<file path="config.mk">
export PLATFORM = sky130hd
export DESIGN_NAME = id_ex_operand_stage
export DESIGN_NICKNAME = d
export VERILOG_FILES = /design/src/rtl/mips_pkg.sv /design/src/rtl/fwd_unit.sv /design/src/rtl/id_ex_operand_stage.sv
export SDC_FILE = /design/constraint.sdc
export NUM_CORES = 1
export LEC_CHECK = 0
export CORE_MARGIN = 2
export CORE_UTILIZATION = 32
export DETAILED_ROUTE_END_ITERATION = 10
export GPL_TIMING_DRIVEN = 0
export PLACE_DENSITY = 0.63
export SLEW_MARGIN = 10
export SYNTH_ARGS = -nofsm -noshare
export SYNTH_HDL_FRONTEND = slang
export SYNTH_HIERARCHICAL = 1
export SYNTH_SLANG_ARGS = --single-unit
</file>
<file path="constraint.sdc">
create_clock -name clk -period 7.1 [get_ports clk]
set_input_delay 1.775 -clock clk [delete_from_list [all_inputs] [get_ports clk]]
set_output_delay 1.775 -clock clk [all_outputs]
set_load 0.02 [all_outputs]
</file>
<file path="src/rtl/mips_pkg.sv">
// Shared definitions for the 5-stage MIPS core: widths, ALU op codes,
// the ID/EX control bundle and the operand-forwarding select codes.
package mips_pkg;

    localparam int DATA_W = 32;
    localparam int REG_AW = 5;

    localparam logic [1:0] ALU_OP_ADD   = 2'b00;
    localparam logic [1:0] ALU_OP_SUB   = 2'b01;
    localparam logic [1:0] ALU_OP_RTYPE = 2'b10;

    typedef struct packed {
        logic alu_src;
        logic reg_dst;
        logic reg_write;
        logic mem_read;
        logic mem_write;
        logic mem_to_reg;
    } ctrl_t;

    typedef enum logic [1:0] {
        FWD_RF    = 2'd0,
        FWD_MEMWB = 2'd1,
        FWD_EXMEM = 2'd2
    } fwd_sel_e;

endpackage

</file>
<file path="src/rtl/fwd_unit.sv">
// Operand bypass selector for one source register: picks EX/MEM, then
// MEM/WB, then the register-file value. Register 0 is never bypassed.
module fwd_unit #(
    parameter int DATA_W = 32,
    parameter int REG_AW = 5
) (
    input  logic [REG_AW-1:0]  idx,
    input  logic [DATA_W-1:0]  rf_data,
    input  logic               exmem_reg_write,
    input  logic [REG_AW-1:0]  exmem_rd,
    input  logic [DATA_W-1:0]  exmem_result,
    input  logic               memwb_reg_write,
    input  logic [REG_AW-1:0]  memwb_rd,
    input  logic [DATA_W-1:0]  memwb_result,
    output logic [DATA_W-1:0]  value,
    output mips_pkg::fwd_sel_e sel
);
    import mips_pkg::*;

    logic idx_nonzero_s;

    assign idx_nonzero_s = (idx != {REG_AW{1'b0}});

    // Priority bypass select; the younger EX/MEM result wins over MEM/WB.
    always_comb begin
        value = rf_data;
        sel   = FWD_RF;
        if (idx_nonzero_s && exmem_reg_write && (exmem_rd == idx)) begin
            value = exmem_result;
            sel   = FWD_EXMEM;
        end else if (idx_nonzero_s && memwb_reg_write && (memwb_rd == idx)) begin
            value = memwb_result;
            sel   = FWD_MEMWB;
        end else begin
            value = rf_data;
            sel   = FWD_RF;
        end
    end

endmodule

</file>
<file path="src/rtl/id_ex_operand_stage.sv">
// ID/EX pipeline register with operand forwarding and load-use bubble
// insertion; drives ALU operands and ALU-control inputs directly.
module id_ex_operand_stage #(
    parameter int DATA_W = 32,
    parameter int REG_AW = 5
) (
    input  logic              clk,
    input  logic              rst,
    input  logic              stall,
    input  logic              flush,
    input  logic              id_valid,
    input  logic [DATA_W-1:0] id_rs_data,
    input  logic [DATA_W-1:0] id_rt_data,
    input  logic [15:0]       id_imm,
    input  logic [REG_AW-1:0] id_rs,
    input  logic [REG_AW-1:0] id_rt,
    input  logic [REG_AW-1:0] id_rd,
    input  logic [1:0]        id_alu_op,
    input  logic [5:0]        id_funct,
    input  logic              id_alu_src,
    input  logic              id_reg_dst,
    input  logic              id_reg_write,
    input  logic              id_mem_read,
    input  logic              id_mem_write,
    input  logic              id_mem_to_reg,
    input  logic              exmem_reg_write,
    input  logic [REG_AW-1:0] exmem_rd,
    input  logic [DATA_W-1:0] exmem_result,
    input  logic              memwb_reg_write,
    input  logic [REG_AW-1:0] memwb_rd,
    input  logic [DATA_W-1:0] memwb_result,
    output logic [DATA_W-1:0] a,
    output logic [DATA_W-1:0] b,
    output logic [1:0]        Alu_op,
    output logic [5:0]        funct,
    output logic              ex_valid,
    output logic [REG_AW-1:0] ex_write_reg,
    output logic [DATA_W-1:0] ex_store_data,
    output logic              ex_reg_write,
    output logic              ex_mem_read,
    output logic              ex_mem_write,
    output logic              ex_mem_to_reg,
    output logic              load_use_hazard
);
    import mips_pkg::*;

    logic              valid_r,   valid_s;
    ctrl_t             ctrl_r,    ctrl_s;
    logic [1:0]        alu_op_r,  alu_op_s;
    logic [5:0]        funct_r,   funct_s;
    logic [REG_AW-1:0] rs_r,      rs_s;
    logic [REG_AW-1:0] rt_r,      rt_s;
    logic [REG_AW-1:0] rd_r,      rd_s;
    logic [DATA_W-1:0] rs_data_r, rs_data_s;
    logic [DATA_W-1:0] rt_data_r, rt_data_s;
    logic [DATA_W-1:0] imm_r,     imm_s;

    logic              hazard_s;
    logic              rt_use_s;
    logic [DATA_W-1:0] fwd_rs_s;
    logic [DATA_W-1:0] fwd_rt_s;
    fwd_sel_e          sel_rs_s;
    fwd_sel_e          sel_rt_s;
    logic              unused_sel_s;

    // Stores read rt as data even when the ALU takes the immediate.
    assign rt_use_s = (rt_r == id_rt) & (~id_alu_src | id_mem_write);
    assign hazard_s = valid_r & ctrl_r.mem_read & (rt_r != {REG_AW{1'b0}}) &
                      id_valid & ((rt_r == id_rs) | rt_use_s);
    assign load_use_hazard = hazard_s;

    // Next-state selection: flush beats stall; a load-use hazard captures a bubble.
    always_comb begin
        valid_s   = valid_r;
        ctrl_s    = ctrl_r;
        alu_op_s  = alu_op_r;
        funct_s   = funct_r;
        rs_s      = rs_r;
        rt_s      = rt_r;
        rd_s      = rd_r;
        rs_data_s = rs_data_r;
        rt_data_s = rt_data_r;
        imm_s     = imm_r;
        if (flush || (!stall && hazard_s)) begin
            valid_s   = 1'b0;
            ctrl_s    = '{default: 1'b0};
            alu_op_s  = 2'b00;
            funct_s   = 6'b000000;
            rs_s      = {REG_AW{1'b0}};
            rt_s      = {REG_AW{1'b0}};
            rd_s      = {REG_AW{1'b0}};
            rs_data_s = {DATA_W{1'b0}};
            rt_data_s = {DATA_W{1'b0}};
            imm_s     = {DATA_W{1'b0}};
        end else if (stall) begin
            valid_s   = valid_r;
        end else begin
            valid_s           = id_valid;
            ctrl_s.alu_src    = id_alu_src;
            ctrl_s.reg_dst    = id_reg_dst;
            ctrl_s.reg_write  = id_reg_write  & id_valid;
            ctrl_s.mem_read   = id_mem_read   & id_valid;
            ctrl_s.mem_write  = id_mem_write  & id_valid;
            ctrl_s.mem_to_reg = id_mem_to_reg & id_valid;
            alu_op_s          = id_alu_op;
            funct_s           = id_funct;
            rs_s              = id_rs;
            rt_s              = id_rt;
            rd_s              = id_rd;
            rs_data_s         = id_rs_data;
            rt_data_s         = id_rt_data;
            imm_s             = {{(DATA_W-16){id_imm[15]}}, id_imm};
        end
    end

    // Stage register with synchronous reset.
    always_ff @(posedge clk) begin
        if (rst) begin
            valid_r   <= 1'b0;
            ctrl_r    <= '{default: 1'b0};
            alu_op_r  <= 2'b00;
            funct_r   <= 6'b000000;
            rs_r      <= {REG_AW{1'b0}};
            rt_r      <= {REG_AW{1'b0}};
            rd_r      <= {REG_AW{1'b0}};
            rs_data_r <= {DATA_W{1'b0}};
            rt_data_r <= {DATA_W{1'b0}};
            imm_r     <= {DATA_W{1'b0}};
        end else begin
            valid_r   <= valid_s;
            ctrl_r    <= ctrl_s;
            alu_op_r  <= alu_op_s;
            funct_r   <= funct_s;
            rs_r      <= rs_s;
            rt_r      <= rt_s;
            rd_r      <= rd_s;
            rs_data_r <= rs_data_s;
            rt_data_r <= rt_data_s;
            imm_r     <= imm_s;
        end
    end

    fwd_unit #(.DATA_W(DATA_W), .REG_AW(REG_AW)) u_fwd_rs (
        .idx             (rs_r),
        .rf_data         (rs_data_r),
        .exmem_reg_write (exmem_reg_write),
        .exmem_rd        (exmem_rd),
        .exmem_result    (exmem_result),
        .memwb_reg_write (memwb_reg_write),
        .memwb_rd        (memwb_rd),
        .memwb_result    (memwb_result),
        .value           (fwd_rs_s),
        .sel             (sel_rs_s)
    );

    fwd_unit #(.DATA_W(DATA_W), .REG_AW(REG_AW)) u_fwd_rt (
        .idx             (rt_r),
        .rf_data         (rt_data_r),
        .exmem_reg_write (exmem_reg_write),
        .exmem_rd        (exmem_rd),
        .exmem_result    (exmem_result),
        .memwb_reg_write (memwb_reg_write),
        .memwb_rd        (memwb_rd),
        .memwb_result    (memwb_result),
        .value           (fwd_rt_s),
        .sel             (sel_rt_s)
    );

    // Select codes are observable in waveforms but not needed downstream.
    assign unused_sel_s = ^{sel_rs_s, sel_rt_s};

    assign a             = fwd_rs_s;
    assign b             = ctrl_r.alu_src ? imm_r : fwd_rt_s;
    assign ex_store_data = fwd_rt_s;
    assign Alu_op        = alu_op_r;
    assign funct         = funct_r;
    assign ex_valid      = valid_r;
    assign ex_reg_write  = ctrl_r.reg_write;
    assign ex_mem_read   = ctrl_r.mem_read;
    assign ex_mem_write  = ctrl_r.mem_write;
    assign ex_mem_to_reg = ctrl_r.mem_to_reg;
    assign ex_write_reg  = ctrl_r.reg_write ? (ctrl_r.reg_dst ? rd_r : rt_r)
                                            : {REG_AW{1'b0}};

endmodule
</file>
==> results.json, run 1 <==
{
  "status": "finished clean",
  "clkTransAtPathRegs_ns": 0.08,
  "final_common_cell": "clkdlybuf4s50_1",
  "synth_area_mm2": 0.006984,
  "min_from": "rs_data_r[26]$_SDFFE_PP0N_",
  "slew_viol_final": 0,
  "top_layer_used": "met4",
  "hold_path.class": "reg2reg",
  "yosysWarnings": 6,
  "r2r-start": "rt_r[0]$_SDFFE_PP0N_",
  "setup_viol_count_final": 0,
  "peakVddDrop_mv": 0.1051,
  "maxCapViolCount": 0,
  "crit_start": "exmem_rd[3]",
  "final_nets": 1435,
  "cts_sinks": 110,
  "maxSlewHeadroom": 0.4248,
  "path_class": "in2out",
  "die-area_mm2": 0.02302,
  "ctsHoldBuffers": 0,
  "period_share": 0.9442,
  "dpl.hpwl_um": 24860,
  "rows": 54,
  "fmax_mhz": 149.2,
  "h-tree-depth": 3,
  "grt_overflow": 0,
  "drcViolationCount": 0,
  "arrival_ns": 4.93,
  "root_buffer": "clkbuf_16",
  "dp_slack_ns": 0.3196,
  "post_cts_resized": 0,
  "finalHoldViolations": 0,
  "ant_nets": 0,
  "regArea_mm2": 0.002202,
  "crit_chain": "clkdlybuf4s50_1 -> xnor2_1 -> nand4_1 -> or2_1 -> buf_4 -> buf_6 -> a31oi_1 -> inv_1 -> o21ai_0 -> clkdlybuf4s50_1",
  "wl_met2_um": 15180,
  "die_h_um": 151.7,
  "port_buffers": 304,
  "tightest_slew_ns": 0.8629,
  "wl_um": 32890,
  "required_ns": 5.33,
  "p_leak_nw": 3.327,
  "avgSynthCellArea_um2": 7.510,
  "start_util": 0.3230,
  "reg2reg_depth": 6,
  "antenna_found_initial": 2,
  "ios": 305,
  "dr.pass1.iters": 5,
  "clock_skew_ns": 0.01091,
  "area_delta_synth_final_pct": 53.28,
  "post_cts_buffers": 0,
  "rsz0062_at_grt": "false",
  "reg.largest.list": "rs_data_r (32), rt_data_r (32), imm_r (16)",
  "cts_buffers": 9,
  "vias": 8875,
  "first_global_vias": 8351,
  "crit_end": "b[27]",
  "grt_use_total": 0.2759,
  "slowest_delay_ns": 0.65,
  "critPathLaunchType": "input pin",
  "path_common_cell": "clkdlybuf4s50_1",
  "rrSetupSlack_ns": 4.56,
  "setup_tns_ns": 0,
  "multiInputGateArea_mm2": 0.004130,
  "grt_max_degree": 19,
  "nFillCells": 2155,
  "final_cell_mix": "304 x clkdlybuf4s50_1, 158 x o21ai_0, 110 x dfxtp_1",
  "hold_ws_ns": 0.4673,
  "crit_fanout": 10,
  "met3WireLength_um": 3103,
  "die_w_um": 151.7,
  "timing.final.ws_setup_ns": 0.3965,
  "drt_iter0_markers": 697,
  "r2r-end": "imm_r[12]$_SDFFE_PP0N_",
  "wire_per_inst_um": 21.45,
  "insertion_delay_ns": 0.37,
  "met1_length_um": 13630,
  "gp_congestion": 0.9376,
  "powerDensity_mw_per_mm2": 168.6,
  "drt-vias-per-instance": 5.789,
  "endpoint_kind": "output pin",
  "synth_nets": 1120,
  "cts_tree": "done",
  "min_period_ns": 6.704,
  "core_area_mm2": 0.02162,
  "slowest_stage": "clkdlybuf4s50_1",
  "cts_max_path_buffers": 2,
  "drive_above_1_share": 0.05520,
  "netlist_instances": 930,
  "grt_pass1_wl_um": 48420
}
power by group:
group          leakage, nW  internal (mW)  switching (mW)
Clock                0.158          0.313           0.254
Combinational         2.26          0.259           0.293
Sequential           0.904          0.656          0.0294
metrics by stage:
| stage | std cells | utilization | cell area (um^2) | power (mW) |
|---|---|---|---|---|
| 2_1_floorplan | 930 | - | 6984 | 0.9371 |
| 3_5_place_dp | 1514 | 0.4800 | 10380 | 1.246 |
| 5_1_grt | 1532 | 0.4950 | 10700 | 1.883 |
| 6_report | 1533 | 0.4951 | 10710 | 1.805 |
| 4_1_cts | 1530 | 0.4948 | 10700 | 1.813 |
| 3_3_place_gp | 1514 | 0.4800 | 10380 | 1.245 |
final cells by class:
type,count,area share
Timing Repair Buffer,304,0.2842
Antenna cell,3,0.0007013
Sequential cell,110,0.2057
Clock inverter,6,0.008532
Tap cell,280,0.03273
Buffer,113,0.05458
Clock buffer,10,0.02139
Multi-Input combinational cell,689,0.3858
Inverter,18,0.006311
layer usage:
layer  vias up  GRT usage
met5         -          0
met4         0    0.09722
met3        56    0.06617
met2       472     0.4421
met1      4174     0.3621
li1       4173          -
worst min path at each step:
stage                            endpoint  slack [ns]  depth (start not counted)
4_1_cts        rs_data_r[26]$_SDFFE_PP0N_        0.47                          2
3_3_place_gp   rt_data_r[13]$_SDFFE_PP0N_        0.44                          2
3_5_place_dp   rs_data_r[26]$_SDFFE_PP0N_        0.45                          2
6_report       rs_data_r[26]$_SDFFE_PP0N_        0.47                          2
2_1_floorplan   rs_data_r[0]$_SDFFE_PP0N_        0.43                          2
5_1_grt        rt_data_r[11]$_SDFFE_PP0N_        0.50                          2
worst max-delay path: cells and delay by family:
family	cells	cell delay, ns
AO/OA/AOI/OAI	2	0.63
XOR/XNOR	1	0.14
AND/OR/NAND/NOR	2	0.84
buffers and inverters	5	1.56
Power figures use the tool's default switching activity.
==> run 2: changes to the inputs <==
--- a/config.mk
+++ b/config.mk
@@ -5,11 +5,15 @@
 export SDC_FILE = /design/constraint.sdc
 export NUM_CORES = 1
 export LEC_CHECK = 0
+export CELL_PAD_IN_SITES_DETAIL_PLACEMENT = 0
+export CELL_PAD_IN_SITES_GLOBAL_PLACEMENT = 1
 export CORE_MARGIN = 2
 export CORE_UTILIZATION = 32
 export DETAILED_ROUTE_END_ITERATION = 10
 export GPL_TIMING_DRIVEN = 0
-export PLACE_DENSITY = 0.63
+export PLACE_DENSITY = 0.86
+export RECOVER_POWER = 50
+export REMOVE_ABC_BUFFERS = 1
 export SLEW_MARGIN = 10
 export SYNTH_ARGS = -nofsm -noshare
 export SYNTH_HDL_FRONTEND = slang
==> results.json, run 2 (synthesis results as in run 1) <==
{
  "powerDensity_mw_per_mm2": 166.0,
  "start_util": 0.3230,
  "drt_iter0_markers": 533,
  "reg2reg_depth": 6,
  "ant_nets": 0,
  "ios": 305,
  "hold_ws_ns": 0.4636,
  "drt-vias-per-instance": 5.793,
  "min_from": "rt_data_r[22]$_SDFFE_PP0N_",
  "final_cell_mix": "285 x clkdlybuf4s50_1, 177 x o21ai_0, 109 x dfxtp_1",
  "clkTransAtPathRegs_ns": 0.07,
  "grt_use_total": 0.2492,
  "rows": 54,
  "hold_path_depth": 2,
  "slew_viol_final": 0,
  "endpoint_kind": "output pin",
  "final_nets": 1367,
  "core_area_mm2": 0.02162,
  "rrSetupSlack_ns": 2.68,
  "grt_pass1_wl_um": 44950,
  "rsz0062_at_grt": "false",
  "insertion_delay_ns": 0.36,
  "finalHoldViolations": 0,
  "crit_start": "memwb_rd[2]",
  "critPathLaunchType": "input pin",
  "final_common_cell": "clkdlybuf4s50_1",
  "port_buffers": 304,
  "cts_max_path_buffers": 2,
  "grt_overflow": 0,
  "slowest_stage": "nand4_1",
  "met1_usage": 0.3137,
  "dpl.hpwl_um": 21560,
  "crit_chain": "clkdlybuf4s50_1 -> xnor2_1 -> nand4_1 -> buf_6 -> o21ai_0 -> a31oi_1 -> inv_1 -> o21ai_0 -> clkdlybuf4s50_1",
  "die_w_um": 151.7,
  "drive_above_1_share": 0.06937,
  "dp_slack_ns": 0.2055,
  "wl_um": 29910,
  "cts_tree": "done",
  "peakVddDrop_mv": 0.1285,
  "first_global_vias": 8052,
  "ctsHoldBuffers": 0,
  "antenna_found_initial": 1,
  "cts_buffers": 9,
  "grt_max_degree": 33,
  "period_share": 0.9502,
  "grt_use_met3": 0.06168,
  "fmax_mhz": 148.2,
  "die_h_um": 151.7,
  "post_cts_buffers": 0,
  "clock_skew_ns": 0.01903,
  "post_cts_resized": 0,
  "busiest_layer": "met2",
  "maxCapViolCount": 0,
  "p_leak_nw": 3.379,
  "dr.pass1.iters": 5,
  "holdPathEnd": "rt_data_r[22]$_SDFFE_PP0N_",
  "drcViolationCount": 0,
  "area_delta_synth_final_pct": 52.56,
  "gp_congestion": 0.7775,
  "h-tree-depth": 3,
  "die-area_mm2": 0.02302,
  "r2r-end": "rs_data_r[27]$_SDFFE_PP0N_",
  "setup_viol_count_final": 0,
  "timing.final.ws_setup_ns": 0.3538,
  "arrival_ns": 4.97,
  "wire_per_inst_um": 20.45,
  "path_class": "in2out",
  "root_buffer": "clkbuf_16",
  "r2r-start": "rt_r[0]$_SDFFE_PP0N_",
  "crit_fanout": 18,
  "met2_usage": 0.4128,
  "cts_sinks": 110,
  "reg.largest.list": "rs_data_r (32), rt_data_r (32), imm_r (16)",
  "maxSlewHeadroom": 0.03870,
  "tightest_slew_ns": 1.442,
  "status": "finished clean",
  "required_ns": 5.33,
  "min_period_ns": 6.746,
  "hold_path.class": "reg2reg",
  "slowest_delay_ns": 0.69,
  "vias": 8475
}
-- run 2: cell count changes in the layout (fill, tap and decap cells not counted), moves of 4 or more --
cell,before,now
dlygate4sd3_1,0,19
clkbuf_1,79,9
o211ai_2,4,0
o21ai_1,34,15
clkdlybuf4s50_1,304,285
o211ai_4,0,4
buf_4,8,13
buf_16,0,6
buf_2,8,0
o21ai_0,158,177
-- run 2: stage by stage --
stage	total power, mW	area (um^2)	TNS [ns]	cells	utilization
after detailed placement	1.261	10530	0	1446	0.4868
after floorplan	0.9295	6400	-725.77	817	-
after global placement	1.227	9793	-1441.57	1401	0.4530
final	1.769	10660	0	1463	0.4928
after global routing	1.848	10650	0	1462	0.4927
after CTS	1.791	10820	0	1462	0.5004
-- run 2: cell type report --
cell class | instances | area (um^2)
Sequential cell | 110 | 2203
Clock buffer | 13 | 250.2
Timing Repair Buffer | 349 | 3566
Antenna cell | 1 | 2.502
Fill cell | 2145 | 10970
Tap cell | 280 | 350.3
Multi-Input combinational cell | 689 | 4172
Inverter | 18 | 67.56
Clock inverter | 3 | 43.79
-- run 2: power breakdown --
part           switching (mW)  internal, mW  total (mW)
Combinational           0.283         0.270       0.553
Clock                   0.244         0.285       0.529
Sequential             0.0306         0.656       0.687
-- run 2: metal layers --
layer  vias to the layer above  part of all wire
met5                         -                 0
met1                      3985              0.40
met4                         0             0.024
li1                       4036                 -
met2                       408              0.47
met3                        46             0.097
-- run 2: worst max-delay path by stage --
stage | slack (ns) | end | depth (start not counted)
finish | 0.35 | b[17] | 9
detailed placement | 0.21 | b[28] | 8
global route | 0.27 | b[28] | 9
floorplan | -6.73 | ex_mem_read$_SDFFE_PP0N_ | 4
CTS | 0.20 | b[28] | 8
global placement | -12.39 | ex_mem_write$_SDFFE_PP0N_ | 5
-- run 2: worst max-delay path, delay by kind of cell --
kind	cells	cell delay [ns]
buf+inv	4	1.66
simple gates	1	0.69
compound gates	3	0.67
xor+xnor	1	0.16
